<file path="config.mk">
export PLATFORM = sky130hd
export DESIGN_NAME = trie_stage_ctrl
export DESIGN_NICKNAME = d
export VERILOG_FILES = /design/src/rtl/trie_pkg.sv /design/src/rtl/trie_ctx_reg.sv /design/src/rtl/trie_stage_ctrl.sv
export SDC_FILE = /design/constraint.sdc
export NUM_CORES = 1
export LEC_CHECK = 0
export BUFFER_PORTS_ARGS = -buffer_cell sky130_fd_sc_hd__buf_2
export CAP_MARGIN = 10
export CORE_MARGIN = 2
export CORE_UTILIZATION = 40
export DETAILED_ROUTE_END_ITERATION = 10
export GPL_TIMING_DRIVEN = 1
export HOLD_SLACK_MARGIN = 0.12
export PLACE_DENSITY = 0.69
export RECOVER_POWER = 50
export SYNTH_ARGS = -nofsm -noshare
export SYNTH_HDL_FRONTEND = slang
export SYNTH_SLANG_ARGS = --single-unit
</file>
<file path="constraint.sdc">
create_clock -name clk -period 7.9 [get_ports clk]
set_input_delay 1.975 -clock clk [delete_from_list [all_inputs] [get_ports clk]]
set_output_delay 1.975 -clock clk [all_outputs]
set_load 0.01 [all_outputs]
</file>
<file path="src/rtl/trie_pkg.sv">
// Shared widths, RAM word field offsets and the per-lookup context record
// for the 4-bit trie lookup pipeline.
package trie_pkg;

    localparam int IP_WIDTH   = 32;
    localparam int NH_WIDTH   = 8;
    localparam int PTR_WIDTH  = 10;
    localparam int NIBBLE     = 4;
    localparam int DATA_WIDTH = 1 + NH_WIDTH + PTR_WIDTH;

    // RAM word layout: exist flag on top, nexthop in the middle, child pointer in the LSBs
    localparam int EXIST_BIT = DATA_WIDTH - 1;
    localparam int NH_LSB    = PTR_WIDTH;
    localparam int PTR_LSB   = 0;

    typedef struct packed {
        logic                valid;
        logic                live;
        logic [IP_WIDTH-1:0] ip;
        logic [NH_WIDTH-1:0] nh;
        logic                nh_vld;
    } trie_ctx_t;

    // Key nibble that selects the entry inside the child block read by the next stage.
    // The last stage has no successor; its shift clamps to 0 and the result is unused.
    function automatic logic [NIBBLE-1:0] key_nibble(input logic [IP_WIDTH-1:0] ip,
                                                     input int               stage);
        int sh;
        sh = IP_WIDTH - NIBBLE * (stage + 2);
        if (sh < 0) begin
            sh = 0;
        end
        return ip[sh +: NIBBLE];
    endfunction

endpackage

</file>
<file path="src/rtl/trie_ctx_reg.sv">
// One pipeline register holding a lookup context; 1-cycle latency, no backpressure.
// flush drops the held lookup by clearing only its valid bit.
module trie_ctx_reg
    import trie_pkg::*;
(
    input  logic      clk,
    input  logic      rst,
    input  logic      i_flush,
    input  trie_ctx_t i_ctx,
    output trie_ctx_t o_ctx
);

    trie_ctx_t r_ctx;

    always_ff @(posedge clk or posedge rst) begin
        if (rst) begin
            r_ctx <= '0;
        end else begin
            r_ctx       <= i_ctx;
            r_ctx.valid <= i_ctx.valid & ~i_flush;
        end
    end

    assign o_ctx = r_ctx;

endmodule

</file>
<file path="src/rtl/trie_stage_ctrl.sv">
// Per-stage trie control: next-RAM address 1 cycle after the entry, context 2 cycles, one lookup/clock, no backpressure.
// Optional hit/lookup counters are built when TRIE_STAGE_STATS_EN is defined.
module trie_stage_ctrl #(
    parameter int STAGE_IDX  = 0,
    parameter int IP_WIDTH   = trie_pkg::IP_WIDTH,
    parameter int NH_WIDTH   = trie_pkg::NH_WIDTH,
    parameter int PTR_WIDTH  = trie_pkg::PTR_WIDTH,
    parameter int DATA_WIDTH = 1 + NH_WIDTH + PTR_WIDTH
) (
    input  logic                   clk,
    input  logic                   rst,
    input  logic [DATA_WIDTH-1:0]  ram_dout,
    input  logic                   in_valid,
    input  logic                   in_live,
    input  logic [IP_WIDTH-1:0]    in_ip,
    input  logic [NH_WIDTH-1:0]    in_nh,
    input  logic                   in_nh_vld,
    input  logic                   flush,
`ifdef TRIE_STAGE_STATS_EN
    input  logic                   stat_clr,
    output logic [31:0]            stat_lookups,
    output logic [31:0]            stat_hits,
`endif
    output logic [PTR_WIDTH+3:0]   nxt_addr,
    output logic                   out_valid,
    output logic                   out_live,
    output logic [IP_WIDTH-1:0]    out_ip,
    output logic [NH_WIDTH-1:0]    out_nh,
    output logic                   out_nh_vld
);

    import trie_pkg::*;

    localparam int   NSTAGES = IP_WIDTH / NIBBLE;
    localparam logic LAST    = (STAGE_IDX >= NSTAGES - 1);

    logic                  w_exist;
    logic [NH_WIDTH-1:0]   w_dout_nh;
    logic [PTR_WIDTH-1:0]  w_ptr;
    logic                  w_hit;
    logic                  w_live;
    logic [NIBBLE-1:0]     w_nibble;
    logic [PTR_WIDTH+3:0]  w_addr;
    trie_ctx_t             w_stage_d;
    trie_ctx_t             w_stage_q;
    trie_ctx_t             w_out_q;
    logic [PTR_WIDTH+3:0]  r_nxt_addr;

    assign w_exist   = ram_dout[EXIST_BIT];
    assign w_dout_nh = ram_dout[NH_LSB +: NH_WIDTH];
    assign w_ptr     = ram_dout[PTR_LSB +: PTR_WIDTH];

    // A retired lookup ignores the RAM word entirely; ptr 0 is the null block
    assign w_hit    = in_live & w_exist;
    assign w_live   = in_live & (|w_ptr) & ~LAST;
    assign w_nibble = key_nibble(in_ip, STAGE_IDX);
    assign w_addr   = w_live ? {w_ptr, w_nibble} : '0;

    always_comb begin
        w_stage_d        = '0;
        w_stage_d.valid  = in_valid;
        w_stage_d.live   = w_live;
        w_stage_d.ip     = in_ip;
        w_stage_d.nh     = w_hit ? w_dout_nh : in_nh;
        w_stage_d.nh_vld = in_nh_vld | w_hit;
    end

    always_ff @(posedge clk or posedge rst) begin
        if (rst) begin
            r_nxt_addr <= '0;
        end else if (in_valid & ~flush) begin
            r_nxt_addr <= w_addr;
        end
    end

    // Two context registers line the lookup up with the next RAM's registered dout
    trie_ctx_reg u_stage_reg (
        .clk     (clk),
        .rst     (rst),
        .i_flush (flush),
        .i_ctx   (w_stage_d),
        .o_ctx   (w_stage_q)
    );

    trie_ctx_reg u_out_reg (
        .clk     (clk),
        .rst     (rst),
        .i_flush (flush),
        .i_ctx   (w_stage_q),
        .o_ctx   (w_out_q)
    );

    assign nxt_addr   = r_nxt_addr;
    assign out_valid  = w_out_q.valid;
    assign out_live   = w_out_q.live;
    assign out_ip     = w_out_q.ip;
    assign out_nh     = w_out_q.nh;
    assign out_nh_vld = w_out_q.nh_vld;

`ifdef TRIE_STAGE_STATS_EN
    logic [31:0] r_stat_lookups;
    logic [31:0] r_stat_hits;

    always_ff @(posedge clk or posedge rst) begin
        if (rst) begin
            r_stat_lookups <= '0;
            r_stat_hits    <= '0;
        end else if (stat_clr) begin
            r_stat_lookups <= '0;
            r_stat_hits    <= '0;
        end else begin
            if (in_valid & in_live & ~(&r_stat_lookups)) begin
                r_stat_lookups <= r_stat_lookups + 32'd1;
            end
            if (in_valid & w_hit & ~(&r_stat_hits)) begin
                r_stat_hits <= r_stat_hits + 32'd1;
            end
        end
    end

    assign stat_lookups = r_stat_lookups;
    assign stat_hits    = r_stat_hits;
`endif

endmodule

</file>
# Yosys cells after proc, flatten, opt, wreduce, memory -nomap -nowiden
# Index checks and enable logic that the tools add are counted.
[op_classes] n_mux=2 bitwise_logic=6 n_reduce_logical=1
[ops] cell="$mux W14" count=1
[ops] cell="$reduce_or A10 Y1" count=1
[ops] cell="$mux W8" count=1
[ops] cell="$and A1 B1 Y1" count=4
[ops] cell="$not A1 Y1" count=1
[ops] cell="$or A1 B1 Y1" count=1
[totals] regBits=100 inputBits=65 output_inout_bits=57 word_cells=20

# Longest topological paths before layout
# Gate-level depths: netlist (run 1).
[depth] word_depth=3 mapped_depth=5 depth_no_buf=4

# Hierarchy
# From an unflattened synthesis (run 1), not the netlist that was laid out.
[hier_totals] hier_cells=167 hier_area_um2=2895.3
[by_module_without_submodules] mod="trie_ctx_reg" n_inst=2 cells_per_inst=45 area_per_inst_um2=1093.5 seq_area_each_um2=1076.0
[by_module_without_submodules] mod="trie_stage_ctrl" n_inst=1 cells_per_inst=77 area_per_inst_um2=708.2 seq_area_each_um2=350.3

# Least setup slack after synthesis (run 1)
# Ideal clock, no wire load.
[synth_timing] path_kind="in2reg" from="in ram_dout[4]" to="reg r_nxt_addr[0], in the netlist nxt_addr[0]" setup_ps=132 arrival_ps=2892 required_time_ps=7768 path_slack_ps=4876 stages=3 n_path_buf=0 path_cell_list="or4_4 -> nor4_4 -> o21ai_1"
[synth_between] elab_chain_len=3
[synth_rtl] element="from (decl)" line="trie_stage_ctrl.sv:12" rtl="input logic [DATA_WIDTH-1:0] ram_dout,"
[synth_rtl] element="$reduce_or A10 Y1" line="trie_stage_ctrl.sv:55" rtl="assign w_live = in_live & (|w_ptr) & ~LAST;"
[synth_rtl] element="$and A1 B1 Y1" line="trie_stage_ctrl.sv:55"
[synth_rtl] element="$mux W14" line="trie_stage_ctrl.sv:57" rtl="assign w_addr = w_live ? {w_ptr, w_nibble} : '0;"
[synth_rtl] element="to (signal assigned)" line="trie_stage_ctrl.sv:72" rtl="r_nxt_addr <= w_addr;"
[synth_rtl] element="to (decl)" line="trie_stage_ctrl.sv:47" rtl="logic [PTR_WIDTH+3:0] r_nxt_addr;"
# No other way between the ends.
# A chain may end at the register's enable or synchronous reset.

==> results by group, run 1 <==
Route
  – M1 wire length: 1940 um
  – DRC: 0
  – DR WL met2: 2340 um
  – WL/cell: 12.4 um
  – Vias/cell: 4.18
  – Antenna Violating Nets Remaining: 0
  – Max Used Layer: met4
  – Total Wirelength: 4870 um
  – Via Count: 1648
  – Drt initial violations: 40
  – First-pass iteration count of the detailed router: 4
  – WL met3: 542 um

Synthesis
  – Post-Synth Adder-Cell Area: 0
  – Netlist cell types: 13
  – Syn Area/Cell: 17.5 um^2
  – Fraction of the yosys area taken by sequential cells: 0.874
  – Ys flop type: dfrtp_1
  – Synth Area in Simple Gates: 0.0799
  – Async SR Flop Fraction: 1.00
  – Cells after synthesis: 164
  – Mapped cell area: 2860 um^2
  – Largest family of logic cells by synthesized area: simple AND/OR/NAND/NOR gates
  – Yosys warns: 0
  – Number of synthesized flops with an enable pin: 0
  – Register bit total from synthesis: 100
  – XOR/XNOR Fraction of Synth Area: 0
  – Syn nets: 229
  – Compound-Gate Fraction of Synth Area: 0.00699
  – Multiplexer share of the synthesized area: 0.0315

Critical path
  – Ordered list of cells on the worst path: buf_2 > clkinvlp_2 > buf_4
  – Worst EP required: 8.33 ns
  – Critical path destination: u_stage_reg.o_ctx[28]
  – CP Max Fanout: 54
  – Setup CP Type: input port to asynchronous set/reset pin
  – Register-to-Register Path Depth: 2
  – CP arrival: 3.91 ns
  – Critical Path Slowest Stage Cell: clkinvlp_2
  – Reg2reg end: nxt_addr[2]
  – R2R setup slack: 7.26 ns
  – Worst setup path startpoint: rst
  – R2r startpoint: nxt_addr[2]
  – Crit-path max cell delay: 1.09 ns
  – Startpoint Class: input port
  – CP endpoint kind: asynchronous set/reset pin

Layout
  – Antenna diode count: 0
  – Fraction of layout cells with a size suffix above 1: 0.483
  – Storage element area: 2500 um^2
  – Nets@finish: 358
  – Design area: 3780 um^2
  – Area of the multi-input gates: 339 um^2
  – Area delta synth->final: 32.0%
  – Layout fillers: 578

Floorplanning
  – Num rows: 30
  – Die area: 7850 um^2
  – Die H: 88.6 um
  – Starting density of the core: 0.417
  – Die Wd: 88.6 um
  – I/O pin count: 122
  – Core area: 6870 um^2

Timing
  – Min Clock Period, post-route: 3.48 ns
  – Slew Viols, Final: 48
  – RSZ-0062 raised after global routing: false
  – Setup TNS: 0 ns
  – Max frequency: 288 MHz
  – Final hold viol count: 0
  – Final setup viols: 0
  – Max-Slew Margin vs Limit: -0.292
  – Worst-Margin Slew: 1.93 ns
  – Final period util: 0.440
  – Clk_skew: 0.00909 ns

Clock network
  – H-tree depth: 3
  – CTS tree: built
  – Resize count post-CTS: 0
  – Post-CTS Setup Inserts: 0
  – Cts hold-fix bufs: 0
  – CTS max path bufs: 2
  – Clock latency at the later pin of the worst-skew pair: 0.34 ns
  – Number of buffers created by CTS: 9
  – Clk slew on worst S/H paths: 0.08 ns
  – Clock sinks: 100
  – Root Driver: clkbuf_8

Place
  – # port buffers: 121
  – DP Wirelength: 3480 um
  – DP Area: 3580 um^2
  – Final RePlAce weighted congestion: 0.658

Run status
  – Status: finished with violations
  – Failing checks: max-capacitance violations, max-slew violations

Power and ir drop
  – PwrDens: 249 nW/um^2
  – Leakage power: 1.93 nW
  – VDD IR-drop max: 0.0000911 V

Worst hold path
  – Hold WC Path Type: register to register
  – Hold wc startpoint: u_stage_reg.o_ctx[21]

Flow run
  – Max_cap viols: 1

GRT
  – Vias in the first global route: 1631
  – Initial antenna violation count: 0
  – Largest net degree at the start of global routing: 55
  – Wire length of the first global-routing pass: 7650 um
  – Gr usage total: 0.132
  – Gr ovfl total: 0
[cells in the final DEF, fill, tap and decap left out, types with 2 or more instances in the layout]
| master | instances |
|---|---|
| clkbuf_1 | 5 |
| o21ai_1 | 4 |
| nand2_1 | 25 |
| nand3_1 | 14 |
| buf_2 | 117 |
| nor2b_1 | 2 |
| clkbuf_8 | 10 |
| dfrtp_1 | 100 |
| mux2_2 | 8 |
| nand2b_1 | 2 |
[layout make-up]
| class | count | area share |
|---|---|---|
| clock buffer | 11 | 0.0374 |
| clock inverter | 5 | 0.0159 |
| inverter | 2 | 0.00232 |
| multi-input combinational | 58 | 0.0897 |
| sequential | 100 | 0.662 |
| tap | 96 | 0.0318 |
| timing repair buffer | 122 | 0.161 |
[where the power goes]
part / internal, W / switching (W) / total [W]
registers: 0.000543 / 0.00000910 / 0.000552
logic: 0.0000310 / 0.0000412 / 0.0000722
clock network: 0.000156 / 0.000162 / 0.000319
[metrics by stage]
step	total power (W)	setup WS (ns)	util	cells	hold WS, ns
3_5_place_dp	0.000637	4.67	0.522	378	0.335
3_3_place_gp	0.000635	4.71	0.522	378	0.331
2_1_floorplan	0.000594	3.31	-	164	0.331
4_1_cts	0.000959	5.02	0.551	394	0.355
6_report	0.000943	4.42	0.550	394	0.352
5_1_grt	0.000993	3.97	0.550	394	0.359
[per-layer routing]
| metal | vias to the layer above | track usage |
|---|---|---|
| met3 | 6 | 0.0737 |
| met4 | 0 | 0.0537 |
| met1 | 787 | 0.163 |
| met2 | 71 | 0.195 |
| met5 | - | 0 |
| li1 | 784 | - |
[critical path: cells and delay by family]
kind	cells	cell delay, ns
buffers and inverters	3	1.88
[how the worst min path moves through the flow]
stage	cells past startpoint	end	slack, ns
6_report	0	u_out_reg.o_ctx[21]	0.35
5_1_grt	0	u_out_reg.o_ctx[23]	0.36
4_1_cts	0	u_out_reg.o_ctx[13]	0.35
3_3_place_gp	0	u_out_reg.o_ctx[14]	0.33
3_5_place_dp	0	u_out_reg.o_ctx[10]	0.33
2_1_floorplan	0	u_out_reg.o_ctx[0]	0.33
[registers in the layout, summed over array words and instances, names as in the netlist]
register	count
nxt_addr	14
u_out_reg.o_ctx	43
u_stage_reg.o_ctx	43
[cells in the mapped netlist, types with 2 or more instances]
cell,number,area share
mux2_2,8,0.031
nor2b_1,2,0.0044
nand2b_1,2,0.0044
nand3_1,14,0.024
dfrtp_1,100,0.87
clkbuf_1,4,0.0052
o21ai_1,4,0.0070
nand2_1,25,0.033
[cells by family after synthesis]
kind of cell,after synthesis
flip-flops,100
AND/OR/NAND/NOR,46
multiplexers,8
buffers and inverters,6
AO/OA/AOI/OAI,4
Power figures use the tool's default switching activity.
==> run 2: changes to the inputs <==
Settings changed: ABC_AREA set to 1, PLACE_DENSITY 0.69 to 0.68.
Clock period 7.9 ns to 3.5 ns, I/O delays scaled along.
==> results by group, run 2 <==
Route
  – Total Wirelength: 5590 um (+15%)
  – Drt initial violations: 33 (-18%)
  – Via Count: 1807 (+9.6%)
  – WL/cell: 12.8 um (+3.8%)
  – Antenna Violating Nets Remaining: 0 (unchanged)
  – First-pass iteration count of the detailed router: 5 (+1)
  – DRC: 0 (unchanged)
  – Vias/cell: 4.15 (-0.69%)

Run status
  – Failing checks: max-capacitance violations, max-slew violations
  – Status: finished with violations

Clock network
  – Post-CTS Setup Inserts: 0 (unchanged)
  – Clk slew on worst S/H paths: 0.09 ns (about the same)
  – CTS max path bufs: 2 (unchanged)
  – Root Driver: clkbuf_8
  – CTS tree: built
  – Resize count post-CTS: 0 (unchanged)
  – Cts hold-fix bufs: 0 (unchanged)
  – Clock latency at the later pin of the worst-skew pair: 0.35 ns (about the same)
  – Number of buffers created by CTS: 9 (unchanged)
  – H-tree depth: 3 (unchanged)
  – Clock sinks: 100 (unchanged)

Timing
  – Max-Slew Margin vs Limit: -0.168 (+0.124)
  – Final setup viols: 0 (unchanged)
  – Setup TNS: 0 ns (unchanged)
  – Worst-Margin Slew: 1.74 ns (-0.185 ns)
  – Min Clock Period, post-route: 2.21 ns
  – Max frequency: 452 MHz
  – RSZ-0062 raised after global routing: false
  – Final hold viol count: 0 (unchanged)
  – Slew Viols, Final: 75 (+56%)
  – Clk_skew: 0.00683 ns (-0.00226 ns)
  – Final period util: 0.632

Synthesis
  – Yosys warns: 0 (unchanged)
  – Top post-synthesis cells by count: dfrtp_1 (100), nand2_1 (31), inv_1 (19), nor2_1 (18), nand3_1 (14)
  – Register bit total from synthesis: 100 (unchanged)
  – Most common cell in the netlist: dfrtp_1
  – Cell taking the most area after synthesis: dfrtp_1
  – Synth top area share: 0.827 (-0.0470)
  – Number of synthesized flops with an enable pin: 0 (unchanged)
  – Fraction of the yosys area taken by sequential cells: 0.827 (-0.0470)
  – Async SR Flop Fraction: 1.00 (unchanged)
  – Synth area leaders: dfrtp_1 (83%), nand2_1 (3.8%), mux2_2 (3.0%), inv_1 (2.4%), nand3_1 (2.3%)
  – Syn nets: 268 (+17%)
  – Cells after synthesis: 203 (+24%)
  – Netlist cell types: 14 (+1)
  – Ys flop type: dfrtp_1
  – Syn Area/Cell: 14.9 um^2 (-15%)
  – Mapped cell area: 3030 um^2 (+5.7%)

Critical path
  – CP Max Fanout: 29 (-46%)
  – Worst EP required: 3.73 ns (-4.60 ns)
  – Crit-path max cell delay: 1.14 ns (+0.05 ns)
  – Startpoint Class: input port
  – CP arrival: 2.45 ns (-1.46 ns)
  – CP endpoint kind: register
  – Setup CP Type: input port to register
  – Critical Path Slowest Stage Cell: or2_0
  – Ordered list of cells on the worst path: buf_2 > inv_1 > or2_0 > nor2_1 > nand3_1 > nand2_1

Layout
  – Nets@finish: 396 (+11%)
  – Antenna diode count: 0 (unchanged)
  – Layout fillers: 645 (+12%)
  – Commonest non-fill, non-tap cell in the layout: buf_2
  – Design area: 3940 um^2 (+4.1%)
  – Fraction of layout cells with a size suffix above 1: 0.449 (-0.0338)
  – Area delta synth->final: 30.0%
  – Commonest non-fill, non-tap cells in the layout: buf_2 (121), dfrtp_1 (100), nand2_1 (32), nor2_1 (19), inv_1 (18)
  – Layout Cells excl Fill: 435 (+10%)

Place
  – DP Area: 3710 um^2 (+3.6%)
  – DP Wirelength: 4040 um (+16%)
  – # port buffers: 121 (unchanged)
  – Post-Place Cells: 419 (+11%)
  – Final RePlAce weighted congestion: 0.703 (+6.7%)

Flow run
  – Max_cap viols: 2 (+1)

GRT
  – Gr usage total: 0.147 (+0.0142)
  – Largest net degree at the start of global routing: 45 (-18%)
  – Wire length of the first global-routing pass: 9290 um (+21%)
  – Gr ovfl total: 0 (unchanged)
  – Initial antenna violation count: 0 (unchanged)
  – Vias in the first global route: 1790 (+9.7%)

Floorplanning
  – Num rows: 31 (+3.3%)
  – Die Wd: 91.0 um (+2.7%)
  – Starting density of the core: 0.415 (-0.00187)
  – Die area: 8280 um^2 (+5.4%)
  – Die H: 91.0 um (+2.7%)
  – I/O pin count: 122 (unchanged)
  – Core area: 7290 um^2 (+6.2%)

Power and ir drop
  – Overall power: 0.00223 W (+140%)
  – PwrDens: 567 nW/um^2 (+130%)
  – Leakage power: 2.10 nW (+8.8%)
  – VDD IR-drop max: 0.000231 V (+150%)

Worst hold path
  – Hold WC Path Type: register to register
## run 2: changes by cell type after synthesis, moves of 2 or more
cell | previous run | this run
nor2_1 | 0 | 18
nand2b_1 | 2 | 0
nor2b_1 | 2 | 0
clkbuf_1 | 4 | 0
nand2_1 | 25 | 31
o21ai_1 | 4 | 0
buf_6 | 0 | 3
inv_1 | 1 | 19
nand2_2 | 0 | 4
## run 2: metal layers
| layer | track usage | up-vias | routed length (um) |
|---|---|---|---|
| li1 | - | 868 | - |
| met1 | 0.201 | 842 | 2460 |
| met2 | 0.216 | 91 | 2600 |
| met3 | 0.0506 | 6 | 441 |
| met4 | 0.0581 | 0 | 82 |
| met5 | 0 | - | 0 |
## run 2: power breakdown
group	internal, W	total, W	switching [W]
combinational	0.0000756	0.000174	0.0000985
clock	0.000415	0.000810	0.000395
sequential	0.00123	0.00125	0.0000223
## run 2: cell families (layout without fill, tap and decap cells)
group	Yosys count	in the layout	synth area share
flip-flops	100	100	0.827
AND/OR/NAND/NOR	69	69	0.0971
buffers and inverters	25	158	0.0438
multiplexers	8	8	0.0298
AO/OA/AOI/OAI	1	1	0.00248
## run 2: worst max-delay path: cells and delay by family
family / cells / cell delay, ns
buffers and inverters: 2 / 0.12
AND/OR/NAND/NOR: 4 / 1.44
## run 2: path summary, 6_finish.rpt
kind / from / endpoint / slack [ns] / cells past startpoint
setup / recovery: in_valid / nxt_addr[9] / 1.29 / 6
hold / removal: u_stage_reg.o_ctx[34] / u_out_reg.o_ctx[34] / 0.35 / 0
setup reg to reg: nxt_addr[6] / nxt_addr[6] / 2.85 / 2
hold reg to reg: u_stage_reg.o_ctx[34] / u_out_reg.o_ctx[34] / 0.35 / 0
max in group asynchronous: rst / u_stage_reg.o_ctx[14] / 1.48 / 3
min in group asynchronous: rst / u_stage_reg.o_ctx[33] / 0.95 / 2
## run 2: layout make-up
cell class | count | area [um^2] | share of cell area
clock buffer | 9 | 124 | 0.0315
clock inverter | 7 | 108 | 0.0273
inverter | 19 | 72.6 | 0.0184
multi-input combinational | 78 | 384 | 0.0976
sequential | 100 | 2500 | 0.636
tap | 99 | 124 | 0.0315
timing repair buffer | 123 | 621 | 0.158
## run 2: per-stage QoR
stage | hold slack, ns | utilization | setup WS [ns]
2_1_floorplan | 0.331 | - | 0.00622
3_3_place_gp | 0.331 | 0.509 | 1.70
3_5_place_dp | 0.335 | 0.509 | 1.69
4_1_cts | 0.355 | 0.541 | 1.70
5_1_grt | 0.358 | 0.540 | 1.05
6_report | 0.352 | 0.540 | 1.29
